[src/rtl/adc_scan_sequencer.sv]
// Scan sequencer for the MAX10 hard ADC: walks the slot list, averages 2^AVG_LOG2 conversions per slot, publishes one result per slot.
// Start to first SOC is 2 cycles (2+TS_SETTLE for the temperature slot), last EOC to result 2 cycles; no backpressure, results are strobed.
module adc_scan_sequencer #(
    parameter int          NUM_SLOTS = 4,
    parameter logic [39:0] CH_LIST   = 40'h0,
    parameter int          AVG_LOG2  = 2,
    parameter logic [4:0]  TS_CH     = 5'd17,
    parameter int          TS_SETTLE = 64,
    parameter int          TIMEOUT   = 4096
) (
    input  logic        pll_clk,
    input  logic        reset_n,
    input  logic        start,
    input  logic        continuous,
    input  logic        stop,
    output logic [4:0]  adc_chsel,
    output logic        adc_soc,
    output logic        adc_tsen,
    input  logic        adc_eoc,
    input  logic [11:0] adc_dout,
    output logic        res_valid,
    output logic [2:0]  res_slot,
    output logic [4:0]  res_chan,
    output logic [11:0] res_data,
    output logic        scan_done,
    output logic        busy,
    output logic        timeout_err
);

    localparam int AW = 12 + AVG_LOG2;
    localparam int SW = (AVG_LOG2 > 0) ? AVG_LOG2 : 1;
    localparam int TW = $clog2(TIMEOUT + 1);
    localparam int CW = $clog2(TS_SETTLE + 1);

    typedef enum logic [2:0] {
        IDLE,
        SETUP,
        SETTLE,
        CONV,
        ACC,
        PUBLISH
    } state_t;

    state_t          state;
    state_t          state_nx;
    logic            eoc_meta;
    logic            eoc_sync;
    logic            eoc_prev;
    logic            eoc_evt;
    logic [2:0]      slot;
    logic [SW-1:0]   sample_cnt;
    logic [AW-1:0]   acc;
    logic [CW-1:0]   settle_cnt;
    logic [TW-1:0]   tmo_cnt;
    logic            stop_pend;
    logic [5:0]      ch_base;
    logic [4:0]      cur_ch;
    logic            is_ts;
    logic            last_sample;
    logic            last_slot;
    logic            tmo_hit;

    assign ch_base     = {3'b000, slot} * 6'd5;
    assign cur_ch      = CH_LIST[ch_base +: 5];
    assign is_ts       = (cur_ch == TS_CH);
    assign last_sample = (sample_cnt == SW'((1 << AVG_LOG2) - 1));
    assign last_slot   = (slot == 3'(NUM_SLOTS - 1));
    assign tmo_hit     = (tmo_cnt == TW'(TIMEOUT - 1));
    assign eoc_evt     = eoc_sync & ~eoc_prev;
    assign busy        = (state != IDLE);

    always_ff @(posedge pll_clk or negedge reset_n) begin
        if (!reset_n) begin
            state <= IDLE;
        end else begin
            state <= state_nx;
        end
    end

    always_comb begin
        state_nx = state;
        case (state)
            IDLE:    if (start) state_nx = SETUP;
            SETUP:   state_nx = is_ts ? SETTLE : CONV;
            SETTLE:  if (settle_cnt == '0) state_nx = CONV;
            CONV: begin
                // an EOC arriving on the last allowed cycle still counts
                if (eoc_evt)      state_nx = ACC;
                else if (tmo_hit) state_nx = IDLE;
            end
            ACC:     state_nx = last_sample ? PUBLISH : CONV;
            PUBLISH: begin
                if (!last_slot)                    state_nx = SETUP;
                else if (continuous && !stop_pend) state_nx = SETUP;
                else                               state_nx = IDLE;
            end
            default: state_nx = IDLE;
        endcase
    end

    always_ff @(posedge pll_clk or negedge reset_n) begin
        if (!reset_n) begin
            eoc_meta    <= 1'b0;
            eoc_sync    <= 1'b0;
            eoc_prev    <= 1'b0;
            adc_chsel   <= '0;
            adc_soc     <= 1'b0;
            adc_tsen    <= 1'b0;
            res_valid   <= 1'b0;
            res_slot    <= '0;
            res_chan    <= '0;
            res_data    <= '0;
            scan_done   <= 1'b0;
            timeout_err <= 1'b0;
            slot        <= '0;
            sample_cnt  <= '0;
            acc         <= '0;
            settle_cnt  <= '0;
            tmo_cnt     <= '0;
            stop_pend   <= 1'b0;
        end else begin
            eoc_meta  <= adc_eoc;
            eoc_sync  <= eoc_meta;
            eoc_prev  <= eoc_sync;
            res_valid <= 1'b0;
            scan_done <= 1'b0;
            // registered SOC tracks the next state so it drops with the EOC-event edge
            adc_soc   <= (state_nx == CONV);

            if (state_nx == IDLE && state != IDLE) begin
                stop_pend <= 1'b0;
            end else if (stop) begin
                stop_pend <= 1'b1;
            end

            case (state)
                IDLE: begin
                    if (start) begin
                        slot        <= '0;
                        sample_cnt  <= '0;
                        acc         <= '0;
                        timeout_err <= 1'b0;
                    end
                end
                SETUP: begin
                    adc_chsel  <= cur_ch;
                    adc_tsen   <= is_ts;
                    settle_cnt <= CW'(TS_SETTLE - 1);
                    tmo_cnt    <= '0;
                end
                SETTLE: begin
                    if (settle_cnt != '0) settle_cnt <= settle_cnt - 1'b1;
                end
                CONV: begin
                    if (eoc_evt) begin
                        acc <= acc + AW'(adc_dout);
                    end else if (tmo_hit) begin
                        timeout_err <= 1'b1;
                        adc_tsen    <= 1'b0;
                    end else begin
                        tmo_cnt <= tmo_cnt + 1'b1;
                    end
                end
                ACC: begin
                    tmo_cnt <= '0;
                    // result registers load here so they appear during PUBLISH
                    if (last_sample) begin
                        res_valid <= 1'b1;
                        res_slot  <= slot;
                        res_chan  <= adc_chsel;
                        res_data  <= acc[AVG_LOG2+11:AVG_LOG2];
                        scan_done <= last_slot;
                    end else begin
                        sample_cnt <= sample_cnt + 1'b1;
                    end
                end
                PUBLISH: begin
                    acc        <= '0;
                    sample_cnt <= '0;
                    if (last_slot) begin
                        slot <= '0;
                        if (!(continuous && !stop_pend)) adc_tsen <= 1'b0;
                    end else begin
                        slot <= slot + 3'd1;
                    end
                end
                default: ;
            endcase
        end
    end

endmodule

[config.mk]
export PLATFORM = sky130hd
export DESIGN_NAME = adc_scan_sequencer
export DESIGN_NICKNAME = d
export VERILOG_FILES = /design/src/rtl/adc_scan_sequencer.sv
export SDC_FILE = /design/constraint.sdc
export NUM_CORES = 1
export LEC_CHECK = 0
export BUFFER_PORTS_ARGS = -buffer_cell sky130_fd_sc_hd__buf_2
export CAP_MARGIN = 30
export CORE_MARGIN = 3
export CORE_UTILIZATION = 35
export CTS_CLUSTER_DIAMETER = 40
export CTS_CLUSTER_SIZE = 30
export DETAILED_ROUTE_END_ITERATION = 10
export PLACE_DENSITY_LB_ADDON = 0.15
export SYNTH_ARGS = -nofsm -noshare
export SYNTH_HDL_FRONTEND = slang
export SYNTH_SLANG_ARGS = --single-unit
[constraint.sdc]
create_clock -name pll_clk -period 2.2 [get_ports pll_clk]
set_input_delay 0.33 -clock pll_clk [delete_from_list [all_inputs] [get_ports pll_clk]]
set_output_delay 0.33 -clock pll_clk [all_outputs]
set_load 0.005 [all_outputs]
# [After elaboration in Yosys (flattened, before gate mapping)]
# Cells that the tools add are included.
[op_classes] bitwise_logic=2 n_reduce_logical=25 addsub=5 n_mul=1 mux=38 n_shift=1 eq_ne=19
[op_table] cell="14-bit one-hot mux with 3 select lines" count=1
[op_table] cell="40-bit by 7-bit variable part select with 5-bit output, first input constant" count=1
[op_table] cell="14-bit two-way mux" count=2
[op_table] cell="13-bit two-way mux" count=2
[op_table] cell="13-bit one-hot mux with 2 select lines" count=1
[op_table] cell="3-bit two-way mux" count=7
[op_table] cell="2-bit inequality test, second input constant" count=9
[op_table] cell="3-bit one-hot mux with 6 select lines" count=1
[op_table] cell="1-bit two-way mux" count=16
[op_table] cell="14-bit by 12-bit adder with 14-bit output" count=1
[op_table] cell="7-bit one-hot mux with 2 select lines" count=1
[op_table] cell="13-bit by 1-bit adder with 13-bit output, second input constant" count=1
[op_table] cell="13-bit by 12-bit equality test with 1-bit output, second input constant" count=1
[op_table] cell="3-bit by 2-bit equality test with 1-bit output, second input constant" count=4
[op_table] cell="3-bit nonzero test" count=4
[op_table] cell="2-bit nonzero test" count=5
[op_table] cell="3-bit AND reduction" count=3
[op_table] cell="7-bit zero test" count=1
[op_table] cell="7-bit two-way mux" count=1
[op_table] cell="7-bit nonzero test" count=1
[op_table] cell="7-bit by 1-bit subtractor with 7-bit output, second input constant" count=1
[op_table] cell="3-bit equality test, second input constant" count=2
[op_table] cell="3-bit zero test" count=2
[op_table] cell="3-bit by 3-bit multiplier with 6-bit output, second input constant" count=1
[op_table] cell="other kinds (18)" count=22
[word_totals] inputBits=18 regBits=76

# [Longest topological paths before layout]
[depth] ltp_word=8 ltp_mapped=8 ltp_nobuf=8

# [Least setup slack after synthesis]
# OpenSTA, ideal clock, no wires.
[synth_path] path_kind="register to register" startpoint="register acc[0]" endpoint="register acc[10]" path_slack_ns=0.224 stages_incl_launch_ff=9 setup_ns=0.135 period_less_slack_ns=1.976 n_path_buf=0 arrival_time_ns=1.841 required_time_ns=2.065 path_cell_list="dfrtp_1 ha_1 fa_1 a211oi_1 nor2_1 o22ai_1 o21ai_1 xnor2_1 o21ai_0"
[synth_via] elab_chain_cells=3
[synth_lines] item="from (decl)" line_no="52" text="logic [AW-1:0] acc;"
[synth_lines] item="from (signal assigned)" line_no="156" text="acc <= acc + AW'(adc_dout);"
[synth_lines] item="14-bit by 12-bit adder with 14-bit output" line_no="156"
[synth_lines] item="14-bit two-way mux" line_no="155" text="if (eoc_evt) begin"
[synth_lines] item="14-bit one-hot mux with 3 select lines" line_no="136" text="case (state)"
# Every way passes these cells. The select of a mux whose other input is x is not followed.
# A chain may end at the register's enable or synchronous reset.

# [Final worst setup path]
# Same ends and word-level chain as after synthesis.

==> reports/qor.txt <==
Status -> finished, final reports clean
Routability cong. -> 0.806
Worst skew pair latency -> 340 ps
Grt total ovfl -> 0
Finished Layout Cells -> 540
I/O pins -> 49
Synthesis warning total -> 0
First-pass GRT wire length -> 13000 um
H-tree depth -> 3
Via count -> 2654
Fin Setup TNS -> 0 ps
CTS Sinks -> 65
Max Clock Skew -> 8.97 ps
DP Worst Slack -> 59.4 ps
CP Capture Type -> flop
Gate power share -> 0.366
Startpoint types -> flop
Die Ht -> 107 um
FF+latch area -> 1630 um^2
Leak -> 1.99 nW
VDD IR-drop max -> 0.000461 V
Clock Power Share -> 0.255
Filler cells -> 1015
Area of the multi-input gates -> 1800 um^2
Vias in the first global route -> 2666
Switch Pwr -> 1.56 mW
Worst EP required -> 2470 ps
Number of buffers added on ports -> 37
Num CTS Buffers -> 9
Arr. time, crit path -> 2320 ps
Residual DRC count -> 0
Clock transition at path regs -> 70 ps
Core box area -> 9820 um^2
Critical path peak fanout -> 3
Mapped Cells -> 351
Area grow syn2layout -> 16.5%
Syn Area/Cell -> 10.2 um^2
FP Rows -> 36
Routed len/inst -> 14.2 um
Most common cell in the netlist -> dfrtp_1
Int Pwr -> 2.70 mW
Synthesized area -> 3560 um^2
Final WL -> 7660 um
Chip Width -> 107 um
Rel. slew slack -> 0.610
Slew @ Worst Pin -> 579 ps
Yosys reg bits -> 65
1st-pass router iterations -> 4
Unrepaired setup endpoints after global routing -> no
Post-route setup slack -> 145 ps
Maxcap violations -> 0
Worst Hold Depth -> 1
DR iter-0 viols -> 100
Cell Pwr Density -> 1030 nW/um^2
Largest area contributor in the netlist -> dfrtp_1
Top-area cell type share of the netlist area -> 0.456
Max Freq -> 487 MHz
WS Path Type -> reg2reg
Total Power -> 4.26 mW
Buffer depth of the longest clock path -> 2
Synth Flop Type -> dfrtp_1
Final Hold Fails -> 0
Period utilization -> 0.934
Switching Fraction -> 0.367
Final Net Count -> 438
Dpl cells -> 523
Final HPWL DP -> 5510 um
Die area -> 11400 um^2
Root buffer cell -> clkbuf_8
Vias per cell -> 4.91
Largest net degree at the start of global routing -> 30
Cell variety after synth -> 59
Global-route usage over all layers -> 0.145
CTS tree -> yes
Sequential Power Share -> 0.379
Number of enable flip-flop cells after synthesis -> 0
Antenna fix cells -> 0
Layout cells sized above 1 -> 0.233
Synth cell count leaders -> dfrtp_1 (65), nand2_1 (40), nor2_1 (24)
Worst R2R Path Depth -> 9
Worst Hold Class -> in2reg
Starting density of the core -> 0.363
Ys async rst share -> 1.00
Fin. max-slew vios -> 0
Post-synthesis sequential area ratio -> 0.456
Top post-synthesis cells by area -> dfrtp_1 (46%), ha_1 (6.0%), mux2_2 (5.1%)
Post-CTS Resized -> 0
Post-layout min period -> 2050 ps
Initial antenna violation count -> 0
Antenna Nets Post-Route -> 0
Final setup violation count -> 0
[power groups by stage]
stage | registers, mW | clock network, mW | logic (mW)
after global routing | 1.65 | 1.18 | 1.78
final | 1.61 | 1.09 | 1.56
after detailed placement | 1.63 | 0 | 1.57
after floorplan | 1.57 | 0 | 1.19
after CTS | 1.61 | 1.13 | 1.58
after global placement | 1.63 | 0 | 1.55
[routing by layer]
metal,wire (um),vias to the layer above,global-route usage
met4,140,0,0.0621
li1,-,1321,-
met2,3420,49,0.218
met3,284,12,0.0367
met1,3820,1272,0.198
met5,0,-,0
[state kept, by name, indices dropped and copies added (netlist names)]
name	flops
acc	14
tmo_cnt	13
res_data	12
settle_cnt	7
res_slot	3
slot	3
state	3
sample_cnt	2
adc_soc	1
eoc_meta	1
eoc_prev	1
eoc_sync	1
res_valid	1
scan_done	1
stop_pend	1
timeout_err	1
[what timing repair did]
action | CTS | global route
endpoints found under the hold margin | 18 | 0
hold buffers | 1 | 0
endpoints found under the setup margin | 0 | 0
buffers inserted | 0 | 0
[metrics by stage]
step,area [um^2],hold slack [ps],utilization
finish,4150,90.4,0.423
global route,4150,72.4,0.423
CTS,4150,74.4,0.423
detailed placement,3930,336,0.400
global placement,3930,336,0.400
floorplan,3600,34.4,-
[worst paths after layout]
path | startpoint | endpoint | slack [ps]
setup / recovery | acc[0]$_DFFE_PN0P_ | acc[10]$_DFFE_PN0P_ | 150
hold / removal | adc_eoc | eoc_meta$_DFF_PN0_ | 90
hold reg to reg | eoc_meta$_DFF_PN0_ | eoc_sync$_DFF_PN0_ | 350
min in group asynchronous | reset_n | acc[1]$_DFFE_PN0P_ | 500
setup reg to reg | acc[0]$_DFFE_PN0P_ | acc[10]$_DFFE_PN0P_ | 150
max in group asynchronous | reset_n | slot[2]$_DFFE_PN0P_ | 1050
[cells by family (layout without fill, tap and decap cells)]
| kind of cell | Yosys count | in the layout | synth area share |
|---|---|---|---|
| AO/OA/AOI/OAI | 77 | 77 | 0.147 |
| flip-flops | 65 | 65 | 0.456 |
| XOR/XNOR | 24 | 24 | 0.0590 |
| adder cells (fa/ha/maj) | 18 | 18 | 0.0653 |
| multiplexers | 17 | 17 | 0.0534 |
| AND/OR/NAND/NOR | 118 | 118 | 0.166 |
| buffers and inverters | 31 | 77 | 0.0509 |
| other | 1 | 11 | 0.00105 |
[final cells by class]
cell class	instances	area share
clock inverters	4	0.0121
repair buffers	52	0.0753
well taps	133	0.0401
flip-flops and latches	65	0.392
clock buffers	12	0.0398
multi-input cells	265	0.433
inverters	9	0.00813
[worst max-delay path: stages (launching register included)]
cell,delay (ps)
dfrtp_1,380
ha_1,210
fa_1,390
a211oi_1,210
nor2_1,130
o22ai_1,170
buf_4,160
o21ai_1,80
xnor2_1,130
o21ai_0,130
[layout by cell type (no fill, tap or decap), drive strengths merged, types with 2 or more instances in the layout]
master,n
o22a,3
nand2,41
nor2b,6
a21oi,22
xor2,12
a31oi,4
dfrtp,65
nand3b,2
buf,51
a211oi,2
conb,11
a22o,3
clkinvlp,2
and3b,2
nor3,5
o22ai,3
nor4,3
a22oi,2
and3,5
xnor2,12
and4,2
o211ai,2
nor3b,2
nor2,25
mux2,16
o21ai,23
nand2b,6
nand4,4
clkbuf,12
inv,9
ha,17
nand3,10
a21o,4
Note: power is estimated with default switching activity, not from simulation.
